==> config.mk <==
export PLATFORM = sky130hd
export DESIGN_NAME = hazard_scoreboard_flat
export DESIGN_NICKNAME = d
export VERILOG_FILES = /design/src/rtl/hazard_scoreboard_if.sv /design/src/rtl/hazard_scoreboard.sv /design/src/flat_wrapper.sv
export SDC_FILE = /design/constraint.sdc
export NUM_CORES = 1
export LEC_CHECK = 0
export ABC_AREA = 1
export BUFFER_PORTS_ARGS = -buffer_cell sky130_fd_sc_hd__buf_2
export CAP_MARGIN = 40
export CORE_AREA = 2 2 66 68
export DETAILED_ROUTE_END_ITERATION = 8
export DIE_AREA = 0 0 68 70
export PLACE_DENSITY = 0.73
export SYNTH_ARGS = -nofsm -noshare
export SYNTH_HDL_FRONTEND = slang
export SYNTH_SLANG_ARGS = --single-unit
==> constraint.sdc <==
create_clock -name clk -period 1.37 [get_ports clk]
set_input_delay 0.274 -clock clk [delete_from_list [all_inputs] [get_ports clk]]
set_output_delay 0.274 -clock clk [all_outputs]
set_load 0.01 [all_outputs]
==> src/rtl/hazard_scoreboard_if.sv <==
// Decode-side bundle between the decode stage and the hazard scoreboard.
// master: decode (drives issue/source info, consumes stall/forward selects).
// slave : scoreboard (consumes issue/source info, drives stall/forward selects).
// Signals:
//   issue_valid, issue_wr_rd, issue_rd, issue_lat, issue_mc - decode instruction info
//   src_valid, src_reg                                      - packed source operands
//   flush                                                   - squash instruction entering EX
//   mc_done                                                 - multicycle result pulse
//   stall, mc_busy, fwd_sel                                 - scoreboard outputs
interface hazard_scoreboard_if #(
    parameter int unsigned REG_W      = 5,
    parameter int unsigned NUM_SRC    = 2,
    parameter int unsigned FWD_STAGES = 3,
    parameter int unsigned LAT_W      = 2
);
    localparam int unsigned SEL_W = $clog2(FWD_STAGES + 2);

    logic                       issue_valid;
    logic                       issue_wr_rd;
    logic [REG_W-1:0]           issue_rd;
    logic [LAT_W-1:0]           issue_lat;
    logic                       issue_mc;
    logic [NUM_SRC-1:0]         src_valid;
    logic [NUM_SRC*REG_W-1:0]   src_reg;
    logic                       flush;
    logic                       mc_done;
    logic                       stall;
    logic                       mc_busy;
    logic [NUM_SRC*SEL_W-1:0]   fwd_sel;

    modport master (
        output issue_valid, issue_wr_rd, issue_rd, issue_lat, issue_mc,
        output src_valid, src_reg, flush, mc_done,
        input  stall, mc_busy, fwd_sel
    );

    modport slave (
        input  issue_valid, issue_wr_rd, issue_rd, issue_lat, issue_mc,
        input  src_valid, src_reg, flush, mc_done,
        output stall, mc_busy, fwd_sel
    );
endinterface

==> src/rtl/hazard_scoreboard.sv <==
// Hazard scoreboard: tracks in-flight register writers in a never-stalling
// shadow pipe (stages 1..FWD_STAGES = EX, MEM, WB, ...) with per-producer
// result latency, plus one outstanding variable-latency multicycle op.
// Produces per-operand bypass selects and the decode stall.
// Ports:
//   clk, rst_n - clock, asynchronous active-low reset
//   bus        - hazard_scoreboard_if.slave (issue/source info in, stall/fwd_sel/mc_busy out)
//   perf_lu_stall, perf_mc_stall - saturating stall-cycle counters, present only
//                                  when HAZARD_PERF_CNT_EN is defined
// fwd_sel encoding per operand: 0 = register file, s = shadow stage s,
// FWD_STAGES+1 = multicycle result on its mc_done cycle.
module hazard_scoreboard #(
    parameter int unsigned REG_W      = 5,
    parameter int unsigned NUM_SRC    = 2,
    parameter int unsigned FWD_STAGES = 3,
    parameter int unsigned LAT_W      = 2
) (
    input  logic              clk,
    input  logic              rst_n,
    hazard_scoreboard_if.slave bus
`ifdef HAZARD_PERF_CNT_EN
    ,
    output logic [31:0]       perf_lu_stall,
    output logic [31:0]       perf_mc_stall
`endif
);
    localparam int unsigned SEL_W  = $clog2(FWD_STAGES + 2);
    localparam int unsigned CNT_W  = 32;

    typedef struct packed {
        logic             v;
        logic [REG_W-1:0] rd;
        logic [LAT_W-1:0] lat;
    } stage_t;

    typedef enum logic {
        MC_IDLE = 1'b0,
        MC_BUSY = 1'b1
    } mc_state_e;

    stage_t                   stage_q [1:FWD_STAGES];
    stage_t                   stage1_d;
    mc_state_e                mc_state_q;
    logic [REG_W-1:0]         mc_rd_q;
    logic                     mc_busy_q;

    logic [REG_W-1:0]         sreg;
    logic                     rd_ok;
    logic                     op_lu;
    logic [SEL_W-1:0]         sel;
    logic                     lu_hazard;
    logic                     mc_raw;
    logic                     mc_conflict;
    logic                     stall_c;
    logic                     mc_go;
    logic [NUM_SRC*SEL_W-1:0] fwd_sel_c;

    // Operand match / forward select, stall and stage-1 load value.
    always_comb begin
        lu_hazard = 1'b0;
        mc_raw    = 1'b0;
        fwd_sel_c = '0;
        sreg      = '0;
        rd_ok     = 1'b0;
        op_lu     = 1'b0;
        sel       = '0;
        for (int i = 0; i < NUM_SRC; i++) begin
            sreg  = bus.src_reg[i*REG_W +: REG_W];
            rd_ok = bus.src_valid[i] && (sreg != '0);
            op_lu = 1'b0;
            sel   = '0;
            // Scan oldest to youngest so the lowest matching stage wins.
            for (int s = FWD_STAGES; s >= 1; s--) begin
                if (rd_ok && stage_q[s].v && (stage_q[s].rd == sreg)) begin
                    if (s >= int'(stage_q[s].lat)) begin
                        sel   = SEL_W'(s);
                        op_lu = 1'b0;
                    end else begin
                        sel   = '0;
                        op_lu = 1'b1;
                    end
                end
            end
            // An outstanding multicycle op is younger than any tracked writer
            // of the same register (later writers are held by the WAW stall).
            if (rd_ok && (mc_state_q == MC_BUSY) && (sreg == mc_rd_q)) begin
                op_lu = 1'b0;
                if (bus.mc_done) begin
                    sel = SEL_W'(FWD_STAGES + 1);
                end else begin
                    sel    = '0;
                    mc_raw = 1'b1;
                end
            end
            lu_hazard = lu_hazard | op_lu;
            fwd_sel_c[i*SEL_W +: SEL_W] = sel;
        end

        mc_conflict = (mc_state_q == MC_BUSY) &&
                      (mc_raw || bus.issue_mc ||
                       (bus.issue_wr_rd && (bus.issue_rd == mc_rd_q) &&
                        (mc_rd_q != '0) && !bus.mc_done));
        stall_c     = bus.issue_valid && (lu_hazard || mc_conflict);

        mc_go       = bus.issue_valid && bus.issue_mc && !stall_c && !bus.flush;

        stage1_d.v   = bus.issue_valid && bus.issue_wr_rd && !bus.issue_mc &&
                       !stall_c && !bus.flush && (bus.issue_rd != '0);
        stage1_d.rd  = bus.issue_rd;
        stage1_d.lat = bus.issue_lat;
    end

    // Shadow pipe: advances every cycle regardless of stall.
    always_ff @(posedge clk or negedge rst_n) begin
        if (!rst_n) begin
            for (int s = 1; s <= FWD_STAGES; s++) begin
                stage_q[s] <= '0;
            end
        end else begin
            stage_q[1] <= stage1_d;
            for (int s = 2; s <= FWD_STAGES; s++) begin
                stage_q[s] <= stage_q[s-1];
            end
        end
    end

    // Multicycle unit tracker; mc_busy is the registered view of BUSY.
    always_ff @(posedge clk or negedge rst_n) begin
        if (!rst_n) begin
            mc_state_q <= MC_IDLE;
            mc_rd_q    <= '0;
            mc_busy_q  <= 1'b0;
        end else begin
            case (mc_state_q)
                MC_IDLE: begin
                    if (mc_go) begin
                        mc_state_q <= MC_BUSY;
                        mc_busy_q  <= 1'b1;
                        mc_rd_q    <= bus.issue_wr_rd ? bus.issue_rd : '0;
                    end
                end
                MC_BUSY: begin
                    if (bus.mc_done) begin
                        mc_state_q <= MC_IDLE;
                        mc_busy_q  <= 1'b0;
                    end
                end
                default: begin
                    mc_state_q <= MC_IDLE;
                    mc_busy_q  <= 1'b0;
                end
            endcase
        end
    end

    assign bus.stall   = stall_c;
    assign bus.fwd_sel = fwd_sel_c;
    assign bus.mc_busy = mc_busy_q;

`ifdef HAZARD_PERF_CNT_EN
    logic [CNT_W-1:0] perf_lu_q;
    logic [CNT_W-1:0] perf_mc_q;

    // Saturating stall-cause counters; a cycle with both causes bumps both.
    always_ff @(posedge clk or negedge rst_n) begin
        if (!rst_n) begin
            perf_lu_q <= '0;
            perf_mc_q <= '0;
        end else begin
            if (bus.issue_valid && lu_hazard && (perf_lu_q != '1)) begin
                perf_lu_q <= perf_lu_q + CNT_W'(1);
            end
            if (bus.issue_valid && mc_conflict && (perf_mc_q != '1)) begin
                perf_mc_q <= perf_mc_q + CNT_W'(1);
            end
        end
    end

    assign perf_lu_stall = perf_lu_q;
    assign perf_mc_stall = perf_mc_q;
`endif
endmodule

==> src/flat_wrapper.sv <==
// flat-port wrapper written by rule: the top's interface ports become plain ports
module hazard_scoreboard_flat 
#(
    parameter int unsigned REG_W      = 5,
    parameter int unsigned NUM_SRC    = 2,
    parameter int unsigned FWD_STAGES = 3,
    parameter int unsigned LAT_W      = 2
)
  (clk, rst_n, bus_issue_valid, bus_issue_wr_rd, bus_issue_rd, bus_issue_lat, bus_issue_mc, bus_src_valid, bus_src_reg, bus_flush, bus_mc_done, bus_stall, bus_mc_busy, bus_fwd_sel);
  hazard_scoreboard_if #(.REG_W(REG_W), .NUM_SRC(NUM_SRC), .FWD_STAGES(FWD_STAGES), .LAT_W(LAT_W)) bus_i ();
  input  logic clk;
  input  logic rst_n;
  input wire logic [$bits(bus_i.issue_valid)-1:0] bus_issue_valid;
  input wire logic [$bits(bus_i.issue_wr_rd)-1:0] bus_issue_wr_rd;
  input wire logic [$bits(bus_i.issue_rd)-1:0] bus_issue_rd;
  input wire logic [$bits(bus_i.issue_lat)-1:0] bus_issue_lat;
  input wire logic [$bits(bus_i.issue_mc)-1:0] bus_issue_mc;
  input wire logic [$bits(bus_i.src_valid)-1:0] bus_src_valid;
  input wire logic [$bits(bus_i.src_reg)-1:0] bus_src_reg;
  input wire logic [$bits(bus_i.flush)-1:0] bus_flush;
  input wire logic [$bits(bus_i.mc_done)-1:0] bus_mc_done;
  output wire logic [$bits(bus_i.stall)-1:0] bus_stall;
  output wire logic [$bits(bus_i.mc_busy)-1:0] bus_mc_busy;
  output wire logic [$bits(bus_i.fwd_sel)-1:0] bus_fwd_sel;
  assign bus_i.issue_valid = bus_issue_valid;
  assign bus_i.issue_wr_rd = bus_issue_wr_rd;
  assign bus_i.issue_rd = bus_issue_rd;
  assign bus_i.issue_lat = bus_issue_lat;
  assign bus_i.issue_mc = bus_issue_mc;
  assign bus_i.src_valid = bus_src_valid;
  assign bus_i.src_reg = bus_src_reg;
  assign bus_i.flush = bus_flush;
  assign bus_i.mc_done = bus_mc_done;
  assign bus_stall = bus_i.stall;
  assign bus_mc_busy = bus_i.mc_busy;
  assign bus_fwd_sel = bus_i.fwd_sel;
  hazard_scoreboard #(.REG_W(REG_W), .NUM_SRC(NUM_SRC), .FWD_STAGES(FWD_STAGES), .LAT_W(LAT_W)) u_core (.clk(clk), .rst_n(rst_n), .bus(bus_i));
endmodule
== After elaboration in Yosys (flattened, before gate mapping) ==
Index checks and enable logic that the tools add are counted.

* Flip-flop bits (word level): 29
* Word-level logic and storage cells: 99

* Multiplexer cells: 29
* Reductions and logical operators: 44
* Bitwise logic cells: 2
* Magnitude comparators: 2
* Eq/ne operators: 11

{| class="wikitable"
|+ Operators by type and width
! cell !! count
|-
| == test 5 bit || 9
|-
| logical AND 1 bit || 31
|-
| 2-to-1 mux 3 bit || 7
|-
| nonzero test 5 bit || 4
|-
| 2-to-1 mux 1 bit || 16
|-
| 2-to-1 mux 2 bit || 3
|-
| 2-to-1 mux 5 bit || 1
|-
| logical NOT 1 bit || 4
|-
| one-hot mux 1 bit (2 select lines) || 2
|-
| AND reduction 2 bit || 2
|-
| logical OR 1 bit || 3
|-
| >= comparator 1 x 2 -> 1 bit, first input constant || 1
|-
| >= comparator 2 bit, first input constant || 1
|-
| != test 2 x 1 -> 1 bit, second input constant || 1
|-
| != test 2 bit, second input constant || 1
|-
| inverter 1 bit || 1
|-
| OR 1 bit || 1
|}

== Depth between registers and ports, before layout ==
* Depth after elaboration: 17
* Gate-level depth with buffers: 14
* Gate-level depth less buffers: 14

== Worst setup path before layout ==
OpenSTA, ideal clock, no wires.

* Path kind: register to output
* Start: register u_core.mc_rd_q[3]
* End: output bus_stall
* Setup slack: -0.175 ns
* Arrival time: 1.271 ns
* Data required time: 1.096 ns
* Cell stages (with the launch flop): 11
* Buffers on the path: 0
* Cell sequence: dfrtp_1 > inv_1 > a21oi_1 > nand2_1 > nor2_1 > nand3_2 > nand3_2 > nand2_1 > nand2_2 > nor2_8 > nor2_2

* Word-level cells in the longest chain between the ends: 10

{| class="wikitable"
|+ Ends and longest elaborated chain
! what !! line !! source
|-
| start: declaration || hazard_scoreboard.sv:44 || <nowiki>logic [REG_W-1:0] mc_rd_q;</nowiki>
|-
| start signal: assignment || hazard_scoreboard.sv:139 || <nowiki>mc_rd_q <= bus.issue_wr_rd ? bus.issue_rd : '0;</nowiki>
|-
| == test 5 bit || hazard_scoreboard.sv:86 || <nowiki>if (rd_ok && (mc_state_q == MC_BUSY) && (sreg == mc_rd_q)) begin</nowiki>
|-
| logical AND 1 bit || hazard_scoreboard.sv:86 ||
|-
| 2-to-1 mux 1 bit || hazard_scoreboard.sv:86 ||
|-
| 2-to-1 mux 1 bit || hazard_scoreboard.sv:88 || <nowiki>if (bus.mc_done) begin</nowiki>
|-
| 2-to-1 mux 1 bit || hazard_scoreboard.sv:86 ||
|-
| logical OR 1 bit (2 in series) || hazard_scoreboard.sv:100 || <nowiki>(mc_raw || bus.issue_mc ||</nowiki>
|-
| logical AND 1 bit || hazard_scoreboard.sv:99 || <nowiki>mc_conflict = (mc_state_q == MC_BUSY) &&</nowiki>
|-
| logical OR 1 bit (*) || hazard_scoreboard.sv:103 || <nowiki>stall_c = bus.issue_valid && (lu_hazard || mc_conflict);</nowiki>
|-
| logical AND 1 bit (*) || hazard_scoreboard.sv:103 ||
|-
| end: declaration || flat_wrapper.sv:22 || <nowiki>output wire logic [$bits(bus_i.stall)-1:0] bus_stall;</nowiki>
|}

Every way passes the cells marked *; elsewhere a longest branch is shown, timed or not.

== Worst setup path in the final report ==
* Start: register u_core.mc_rd_q[4]
* End: output bus_stall

The elaborated chain is that of the path after synthesis.

==> impl_metrics.csv <==
group,metric,value,unit
sta,fin_hold_ws,0.0869,ns
pwr,ir_drop,0.676,mV
job,drv_cap,0,
worst_setup_path,path_class,"register to primary output",
worst_setup_path,arrival,1.84,ns
cells_and_area,final_nets,393,
floorplan,dieArea,0.00476,mm2
route,met1Wirelength,2.44,mm
place,dpl_worst_slack,-0.436,ns
place,io_buffers,33,
grt,antenna_found_initial,0,
sta,fin_skew,0.00292,ns
cells_and_area,fill_cells,359,
floorplan,core,0.00414,mm2
yosys,synthAdderAreaFrac,0,
place,routabilityCongestion,0.918,
floorplan,start_util,0.470,
sta,fin_crit_sh,1.54,
grt,grt_max_degree,30,
floorplan,rows,24,
yosys,yosysUniqueCellTypes,30,
yosys,ys_warn_count,0,
grt,grt_pass1_wl,8.80,mm
pwr,p_leak,1.49,nW
clock_network,insertion_delay,0.29,ns
worst_setup_path,worst_r2r_path_depth,13,
floorplan,die_x,68,um
route,wirelength,5.65,mm
yosys,yosys.area_share.simple,0.408,
cells_and_area,layout-drive-gt1-share,0.411,
worst_setup_path,reg2reg_slack,-0.57,ns
sta,rsz0062_at_grt,"true",
route,wl_per_cell,13.5,um
yosys,synth_compound_area_frac,0.0707,
sta,finalSetupTns,-9.06,ns
route,wl_met3,190,um
sta,clock.fmax,473,MHz
route,vias,2066,
cells_and_area,synthToLayoutAreaGrowth,42.9,%
route,vias_per_cell,4.93,
clock_network,path_clk_slew,0.06,ns
place,place_area,0.00242,mm2
pwr,power_density,841,mW/mm2
cells_and_area,final-seq-area,729,um2
hold_path,min_path_cells,1,
sta,tightestPinTransition,0.510,ns
clock_network,htree_levels,2,
worst_setup_path,crit_required,1.10,ns
yosys,syn-num-nets,309,
sta,finalMaxSlewViolations,0,
route,first_pass_iters,4,
route,drc,0,
clock_network,cts_buffer_depth,2,
grt,first_global_vias,1947,
cells_and_area,fin_area,0.00278,mm2
yosys,synthMuxAreaShare,0,
cells_and_area,multiInputGateArea,0.00115,mm2
sta,period_needed,2.12,ns
worst_setup_path,endpoint_kind,"primary output",
clock_network,root_buffer,"clkbuf_8",
route,wl_met2,2.92,mm
yosys,ys_seq_area_frac,0.373,
place,place_inst,398,
sta,setup_viol,15,
cells_and_area,antenna_cells,0,
yosys,avgSynthCellArea,6.87,um2
yosys,netlist_instances,283,
grt,track_usage,0.249,
place,dpl.hpwl,4.02,mm
sta,finalHoldViolCount,0,
worst_setup_path,cp-start-kind,"register",
hold_path,hold_class,"input port to register",
floorplan,ios,34,
grt,gr-total-overflow,0,
worst_setup_path,path_max_fanout,4,
route,drt_iter0_markers,119,
yosys,synth_xor_area_frac,0.0450,
status,status,"finished, violations left",
yosys,synth_area,0.00195,mm2
yosys,synth_top_family_by_area,"simple AND/OR/NAND/NOR gates",
route,antenna_left,0,
sta,timing.slew.headroom,0.657,
clock_network,cts.sinks,29,
status,failed_checks,"setup timing",
cells_and_area,fin_cells,419,
route,highest_layer,"met4",
sta,setup_ws,-0.746,ns
clock_network,cts-buffers-inserted,5,
floorplan,die_y,70,um
clock_network,cts_tree,"done",
yosys,ys_ff_latch,29,
[path summary, 6_finish.rpt]
check,to,from
min,u_core.stage_q[17],bus_issue_lat[1]
min in group asynchronous,u_core.bus.mc_busy,rst_n
max reg2reg,u_core.mc_rd_q[3],u_core.mc_state_q
max in group asynchronous,u_core.mc_rd_q[2],rst_n
min reg2reg,u_core.stage_q[8],u_core.stage_q[16]
max,bus_stall,u_core.mc_rd_q[4]
[registers in the layout (all words and copies together), names as in the netlist]
signal              cells
u_core.bus.mc_busy      1
u_core.mc_rd_q          5
u_core.mc_state_q       1
u_core.stage_q         22
[per-stage QoR]
| stage | util | power (mW) |
|---|---|---|
| after global routing | 0.671 | 2.47 |
| after CTS | 0.633 | 2.27 |
| final | 0.671 | 2.34 |
| after global placement | 0.585 | 1.52 |
| after floorplan | - | 1.29 |
| after detailed placement | 0.585 | 1.53 |
[logic make-up after synthesis]
family,Yosys count
AO/OA/AOI/OAI,24
AND/OR/NAND/NOR,171
buffers and inverters,49
XOR/XNOR,10
flip-flops,29
[where the power goes]
| group | total, mW | switching, mW | internal, mW | leakage, nW |
|---|---|---|---|---|
| Combinational | 0.617 | 0.349 | 0.268 | 1.10 |
| Sequential | 1.00 | 0.0747 | 0.927 | 0.349 |
| Clock | 0.720 | 0.323 | 0.397 | 0.0443 |
[final cells by class]
class	count	share of cell area
multi-input cells	205	0.414
flip-flops and latches	29	0.262
repair buffers	80	0.207
inverters	46	0.0621
clock buffers	7	0.0311
well taps	52	0.0234
[cells in the mapped netlist]
library cell | instances | area (um2)
nand2_1 | 97 | 364
inv_1 | 35 | 131
dfrtp_1 | 29 | 726
nor2_1 | 25 | 93.8
nand3_1 | 18 | 90.1
inv_2 | 11 | 41.3
a21oi_1 | 8 | 40.0
xor2_1 | 8 | 70.1
nand4_1 | 6 | 37.5
o21ai_0 | 6 | 30.0
nand3_2 | 5 | 50.1
nor2_2 | 4 | 25.0
nor3_1 | 4 | 20.0
nand2_2 | 3 | 18.8
o22ai_1 | 3 | 18.8
a211oi_1 | 2 | 15.0
buf_6 | 2 | 22.5
nand2_4 | 2 | 22.5
nor3_2 | 2 | 20.0
o21ai_1 | 2 | 10.0
xnor2_1 | 2 | 17.5
a21boi_0 | 1 | 7.51
a221oi_1 | 1 | 8.76
and2_1 | 1 | 6.26
and3_1 | 1 | 6.26
clkbuf_2 | 1 | 5.00
nand3b_1 | 1 | 7.51
nand4_2 | 1 | 12.5
nor2_8 | 1 | 20.0
o211ai_1 | 1 | 7.51
[repair_timing]
| action | CTS | global route |
|---|---|---|
| setup endpoints to repair | 15 | 15 |
| endpoints found under the hold margin | 29 | 0 |
| pin swaps | 11 | 14 |
| cloned | 0 | 0 |
| hold buffers | 1 | 0 |
| resized for setup | 16 | 36 |
| setup buffers | 7 | 9 |
[worst max-delay path: stages (launching register included)]
cell and delay, ns:
dfrtp_1 0.40, buf_6 0.12, nand2_1 0.05, nand2_1 0.10
nand2_1 0.08, nor2_1 0.12, nand3_2 0.15, nand3_2 0.12
nand2_1 0.06, nand2_2 0.11, nor2_8 0.05, nor2_4 0.09
buf_6 0.11
[routing by layer]
layer  up-vias  GRT usage
met5         -          0
met4         0     0.0733
met3         7     0.0483
met2        45      0.426
met1       961      0.311
li1       1053          -
[placed cells by master (no fill, tap or decap), types with 10 or more instances in the layout]
| cell type | synthesis | final |
|---|---|---|
| buf_2 | 0 | 31 |
| buf_4 | 0 | 37 |
| buf_6 | 2 | 10 |
| dfrtp_1 | 29 | 26 |
| inv_1 | 35 | 29 |
| inv_2 | 11 | 17 |
| nand2_1 | 97 | 87 |
| nand2_2 | 3 | 13 |
| nand3_1 | 18 | 14 |
| nor2_1 | 25 | 18 |
Note: power is estimated with default switching activity, not from simulation.
